===== src/rtl/cache_mem_arbiter_if.sv =====
// Cache-to-RAM arbitration bundle: icache/dcache request/response plus the single RAM port.
// The master modport is the arbiter's view; slave is the caches/RAM environment.
interface cache_mem_arbiter_if #(
    parameter int ADDR_W = 32,
    parameter int DATA_W = 32
);
    logic              iREN;
    logic [ADDR_W-1:0] iaddr;
    logic              iwait;
    logic [DATA_W-1:0] iload;
    logic              dREN;
    logic              dWEN;
    logic [ADDR_W-1:0] daddr;
    logic [DATA_W-1:0] dstore;
    logic              dwait;
    logic [DATA_W-1:0] dload;
    logic              ramREN;
    logic              ramWEN;
    logic [ADDR_W-1:0] ramaddr;
    logic [DATA_W-1:0] ramstore;
    logic [DATA_W-1:0] ramload;
    logic [1:0]        ramstate;

    modport master (
        input  iREN, iaddr, dREN, dWEN, daddr, dstore, ramload, ramstate,
        output iwait, iload, dwait, dload, ramREN, ramWEN, ramaddr, ramstore
    );

    modport slave (
        output iREN, iaddr, dREN, dWEN, daddr, dstore, ramload, ramstate,
        input  iwait, iload, dwait, dload, ramREN, ramWEN, ramaddr, ramstore
    );
endinterface


===== src/rtl/cache_mem_arbiter.sv =====
// Single-outstanding arbiter of icache/dcache misses onto one RAM port.
// Data wins by default; a saturating starvation counter forces an instruction grant.
module cache_mem_arbiter #(
    parameter int ADDR_W       = 32,
    parameter int DATA_W       = 32,
    parameter int STARVE_LIMIT = 4
) (
    input  logic                CLK,
    input  logic                nRST,
    cache_mem_arbiter_if.master bus
);
    localparam int SW = $clog2(STARVE_LIMIT + 1);

    localparam logic [1:0] IDLE   = 2'd0;
    localparam logic [1:0] IFETCH = 2'd1;
    localparam logic [1:0] DLOAD  = 2'd2;
    localparam logic [1:0] DSTORE = 2'd3;

    localparam logic [1:0] RAM_ACCESS = 2'd2;

    logic [1:0]        state, state_n;
    logic [ADDR_W-1:0] addr_q;
    logic [DATA_W-1:0] store_q;
    logic [DATA_W-1:0] iload_q, dload_q;
    logic [SW-1:0]     starve_cnt;

    logic owner_req, done, starved;

    // owner_req low in an active state means the owner abandoned the request
    always_comb begin
        owner_req = 1'b0;
        case (state)
            IFETCH:        owner_req = bus.iREN;
            DLOAD, DSTORE: owner_req = bus.dREN | bus.dWEN;
            default:       owner_req = 1'b0;
        endcase
    end

    assign done    = owner_req && (bus.ramstate == RAM_ACCESS);
    assign starved = (starve_cnt == SW'(STARVE_LIMIT));

    always_comb begin
        state_n = state;
        if (state == IDLE) begin
            if (bus.iREN && starved) state_n = IFETCH;
            else if (bus.dWEN)       state_n = DSTORE;
            else if (bus.dREN)       state_n = DLOAD;
            else if (bus.iREN)       state_n = IFETCH;
        end else if (!owner_req || done) begin
            state_n = IDLE;
        end
    end

    always_ff @(posedge CLK or negedge nRST) begin
        if (!nRST) begin
            state      <= IDLE;
            addr_q     <= '0;
            store_q    <= '0;
            iload_q    <= '0;
            dload_q    <= '0;
            starve_cnt <= '0;
        end else begin
            state <= state_n;
            if (state == IDLE && state_n != IDLE) begin
                addr_q <= (state_n == IFETCH) ? bus.iaddr : bus.daddr;
                if (state_n == DSTORE) store_q <= bus.dstore;
            end
            if (done && state == IFETCH) iload_q <= bus.ramload;
            if (done && state == DLOAD)  dload_q <= bus.ramload;
            if (done && state == IFETCH)
                starve_cnt <= '0;
            else if (bus.iREN && state != IFETCH && !starved)
                starve_cnt <= starve_cnt + 1'b1;
        end
    end

    // ERROR/BUSY/FREE all simply keep the enables up, so ERROR becomes a retry
    assign bus.ramREN   = owner_req && (state == IFETCH || state == DLOAD);
    assign bus.ramWEN   = owner_req && (state == DSTORE);
    assign bus.ramaddr  = addr_q;
    assign bus.ramstore = store_q;

    assign bus.iwait = !(done && state == IFETCH);
    assign bus.dwait = !(done && (state == DLOAD || state == DSTORE));
    assign bus.iload = (done && state == IFETCH) ? bus.ramload : iload_q;
    assign bus.dload = (done && state == DLOAD)  ? bus.ramload : dload_q;
endmodule


===== src/flat_wrapper.sv =====
// flat-port wrapper written by rule: the top's interface ports become plain ports
module cache_mem_arbiter_flat 
#(
    parameter int ADDR_W       = 32,
    parameter int DATA_W       = 32,
    parameter int STARVE_LIMIT = 4
)
  (CLK, nRST, bus_iREN, bus_iaddr, bus_dREN, bus_dWEN, bus_daddr, bus_dstore, bus_ramload, bus_ramstate, bus_iwait, bus_iload, bus_dwait, bus_dload, bus_ramREN, bus_ramWEN, bus_ramaddr, bus_ramstore);
  cache_mem_arbiter_if #(.ADDR_W(ADDR_W), .DATA_W(DATA_W)) bus_i ();
  input  logic CLK;
  input  logic nRST;
  input wire logic [$bits(bus_i.iREN)-1:0] bus_iREN;
  input wire logic [$bits(bus_i.iaddr)-1:0] bus_iaddr;
  input wire logic [$bits(bus_i.dREN)-1:0] bus_dREN;
  input wire logic [$bits(bus_i.dWEN)-1:0] bus_dWEN;
  input wire logic [$bits(bus_i.daddr)-1:0] bus_daddr;
  input wire logic [$bits(bus_i.dstore)-1:0] bus_dstore;
  input wire logic [$bits(bus_i.ramload)-1:0] bus_ramload;
  input wire logic [$bits(bus_i.ramstate)-1:0] bus_ramstate;
  output wire logic [$bits(bus_i.iwait)-1:0] bus_iwait;
  output wire logic [$bits(bus_i.iload)-1:0] bus_iload;
  output wire logic [$bits(bus_i.dwait)-1:0] bus_dwait;
  output wire logic [$bits(bus_i.dload)-1:0] bus_dload;
  output wire logic [$bits(bus_i.ramREN)-1:0] bus_ramREN;
  output wire logic [$bits(bus_i.ramWEN)-1:0] bus_ramWEN;
  output wire logic [$bits(bus_i.ramaddr)-1:0] bus_ramaddr;
  output wire logic [$bits(bus_i.ramstore)-1:0] bus_ramstore;
  assign bus_i.iREN = bus_iREN;
  assign bus_i.iaddr = bus_iaddr;
  assign bus_i.dREN = bus_dREN;
  assign bus_i.dWEN = bus_dWEN;
  assign bus_i.daddr = bus_daddr;
  assign bus_i.dstore = bus_dstore;
  assign bus_i.ramload = bus_ramload;
  assign bus_i.ramstate = bus_ramstate;
  assign bus_iwait = bus_i.iwait;
  assign bus_iload = bus_i.iload;
  assign bus_dwait = bus_i.dwait;
  assign bus_dload = bus_i.dload;
  assign bus_ramREN = bus_i.ramREN;
  assign bus_ramWEN = bus_i.ramWEN;
  assign bus_ramaddr = bus_i.ramaddr;
  assign bus_ramstore = bus_i.ramstore;
  cache_mem_arbiter #(.ADDR_W(ADDR_W), .DATA_W(DATA_W), .STARVE_LIMIT(STARVE_LIMIT)) u_core (.CLK(CLK), .nRST(nRST), .bus(bus_i));
endmodule

===== config.mk =====
export PLATFORM = sky130hd
export DESIGN_NAME = cache_mem_arbiter_flat
export DESIGN_NICKNAME = d
export VERILOG_FILES = /design/src/rtl/cache_mem_arbiter_if.sv /design/src/rtl/cache_mem_arbiter.sv /design/src/flat_wrapper.sv
export SDC_FILE = /design/constraint.sdc
export NUM_CORES = 1
export LEC_CHECK = 0
export BUFFER_PORTS_ARGS = -buffer_cell sky130_fd_sc_hd__buf_4
export CELL_PAD_IN_SITES_DETAIL_PLACEMENT = 1
export CELL_PAD_IN_SITES_GLOBAL_PLACEMENT = 1
export CORE_UTILIZATION = 39
export DETAILED_ROUTE_END_ITERATION = 8
export MAX_ROUTING_LAYER = met4
export PLACE_DENSITY = 0.89
export SYNTH_ARGS = -nofsm -noshare
export SYNTH_HDL_FRONTEND = slang
export SYNTH_SLANG_ARGS = --single-unit

===== constraint.sdc =====
create_clock -name CLK -period 6.2 [get_ports CLK]
set_input_delay 0.31 -clock CLK [delete_from_list [all_inputs] [get_ports CLK]]
set_output_delay 0.31 -clock CLK [all_outputs]
set_load 0.02 [all_outputs]

==> out/qor.csv <==
metric;value;unit
status;complete, but fails checks;
violations;negative hold slack;
end_kind;primary output;
seqCellArea;3330;um^2
period_share;60.7;%
post-dp-hpwl;13000;um
drive_gt1_share;61.0;%
cts_root_buffer;clkbuf_16;
crit_buf_inv;3;
start_util;40.2;%
min_path_type;primary input to asynchronous set/reset pin;
wl_met3;1300;um
synth_xor_area_share;0.312;%
synth_top_area_share;59.2;%
syn_area;5620;um^2
tightestPinTransition;1.17;ns
route.vias.total;4308;
num_rows;43;
syn2layout_area_growth;47.4;%
yosys.area_share.simple;4.65;%
path_max_fanout;33;
antenna_found_initial;0;
synthArstFlopShare;100;%
syn_nets;537;
diodes;0;
wl_met1;6540;um
grt_use_total;24.9;%
synth_top_family_by_area;multiplexers;
grt_pass1_wl;26500;um
fin_nets;803;
final_cell_area;8280;um^2
synth_compound_area_share;7.95;%
maxSlewHeadroom;22.2;%
grt_max_degree;74;
critPathKind;flop to primary output;
worst_setup_path_start_kind;flop;
drc_errors;0;
avgSynthCellArea;14.2;um^2
drtIter0Drc;142;
wl_per_cell;20.6;um
n_fill_cell;1437;
htreeDepth;4;
holdWs;-0.0192;ns
r2r_setup_slack;3.01;ns
synth-main-ff-cell;dfrtp_1;
rsz0062_at_grt;false;
synth_most_common_cell;dfrtp_1;
critPathMaxStageDelay;0.94;ns
overflow;0;
ios;267;
cts_setup_buffers;0;
die_h;122;um
ys_seq_area_share;59.2;%
fmax;266;MHz
synthMuxAreaShare;22.7;%
finalMaxSlewViolations;0;
core;14000;um^2
holdBufCountCts;0;
finalSetupViolations;0;
reg2regPathDepth;7;
globalplace.congestion;0.818;
p_leak;0.00406;uW
vias_per_cell;5.04;
cts_resized;0;
top_layer_used;met4;
dr.pass1.iters;4;
maxCapViolations;0;
ys_seq_elements;133;
r2r_start;u_core.state[1];
die_x;122;um
grt_pass1_vias;4875;
clock_latency;0.42;ns
port_buffers;266;
ir_drop;0.000229;V
crit_path_cell_trace;inv_1 -> ha_1 -> nor2_4 -> and3_4 -> inv_2 -> mux2_2 -> buf_4;
yosys.area_share.adder;1.34;%
arrival;3.45;ns
wl;17600;um
powerDensity;567;nW/um^2
tritoncts.num_buffers;17;
wl_met2;9410;um
r2r-end;u_core.bus.ramaddr[17];
ant_nets;0;
cp_slowest_cell;ha_1;
synth_top_cells_by_count;dfrtp_1 (133), mux2_2 (65), nor2_1 (36);
synth_area_leaders;dfrtp_1 (59%), mux2_2 (13%), mux2_4 (8.0%);
multi_input_area;2080;um^2
cp.required;5.89;ns
clk_path_buf_depth;2;
synth.distinct_cells;44;
skew;0.0111;ns
hold_violations;22;
post-route-min-period;3.76;ns
yosys_warnings;0;
cts_tree;done;
synth_top_cell_by_area;dfrtp_1;
dpl_cell_area;7680;um^2
die_area;14900;um^2
cp_top_family;adder cells;
clk_pin_slew_worst_paths;0.05;ns
synth_edf_count;0;
setup_tns;0;ns
syn_inst;396;
clock-sinks;133;
[registers in the layout (all words and copies together), names as in the netlist]
signal,cells
u_core.iload_q,32
u_core.state,2
u_core.starve_cnt,3
u_core.dload_q,32
u_core.bus.ramstore,32
u_core.bus.ramaddr,32
[worst max-delay path by stage]
stage / start / endpoint / slack, ns / cells after the start
floorplan: u_core.state[0] / bus_iload[22] / 3.93 / 9
global placement: u_core.state[0] / bus_dload[31] / 3.06 / 6
detailed placement: u_core.state[1] / bus_iload[15] / 2.84 / 7
CTS: u_core.state[1] / bus_iload[14] / 2.39 / 7
global route: u_core.state[0] / bus_iload[14] / 2.29 / 7
finish: u_core.state[1] / bus_iload[14] / 2.44 / 7
[report_power, final]
part	leakage [uW]	internal [uW]	total, uW	switching [uW]
Sequential	0.00162	1260	1460	199
Clock	0.000300	636	1010	379
Combinational	0.00214	992	2220	1220
[cell usage in the layout (no fill, tap or decap), drive strengths merged, types with 2 or more instances in the layout]
cell type / instances
ha: 6
a21oi: 34
inv: 9
o22ai: 26
bufinv: 2
dfrtp: 133
mux2: 96
o221ai: 2
clkbuf: 21
xnor2: 2
mux2i: 8
buf: 269
and3: 2
clkinv: 6
and2: 3
nor2: 38
and2b: 2
nand2: 2
[cell families after synthesis]
family / count (synthesis)
adders and majority gates: 6
muxes: 104
xor gates and xnor gates: 2
and+or+nand+nor: 54
buffers and inverters: 29
AOI/OAI and AO/OA: 68
DFF: 133
[through the flow]
stage | utilization, % | instances | worst slack (ns) | total power (uW) | hold slack [ns]
5_1_grt | 59.2 | 855 | 2.29 | 4930 | 0.0412
2_1_floorplan | - | 396 | 3.93 | 2730 | 0.0144
6_report | 59.2 | 855 | 2.44 | 4690 | -0.0192
4_1_cts | 59.2 | 855 | 2.39 | 4730 | 0.00297
3_5_place_dp | 54.9 | 823 | 2.84 | 3680 | 0.440
3_3_place_gp | 54.9 | 823 | 3.06 | 3560 | 0.425
[routing by layer]
layer,vias to the layer above,GRT usage [%]
li1,1940,-
met2,201,43.9
met3,25,6.09
met1,2142,26.5
met4,0,10.1
met5,-,-
[final cells by class]
class	instances	share of cell area, %
timing repair buffer	269	24.4
multi-input combinational	234	25.1
sequential	133	40.2
inverter	7	0.317
clock buffer	21	5.80
clock inverter	11	1.48
tap	180	2.72
Power figures use the tool's default switching activity.
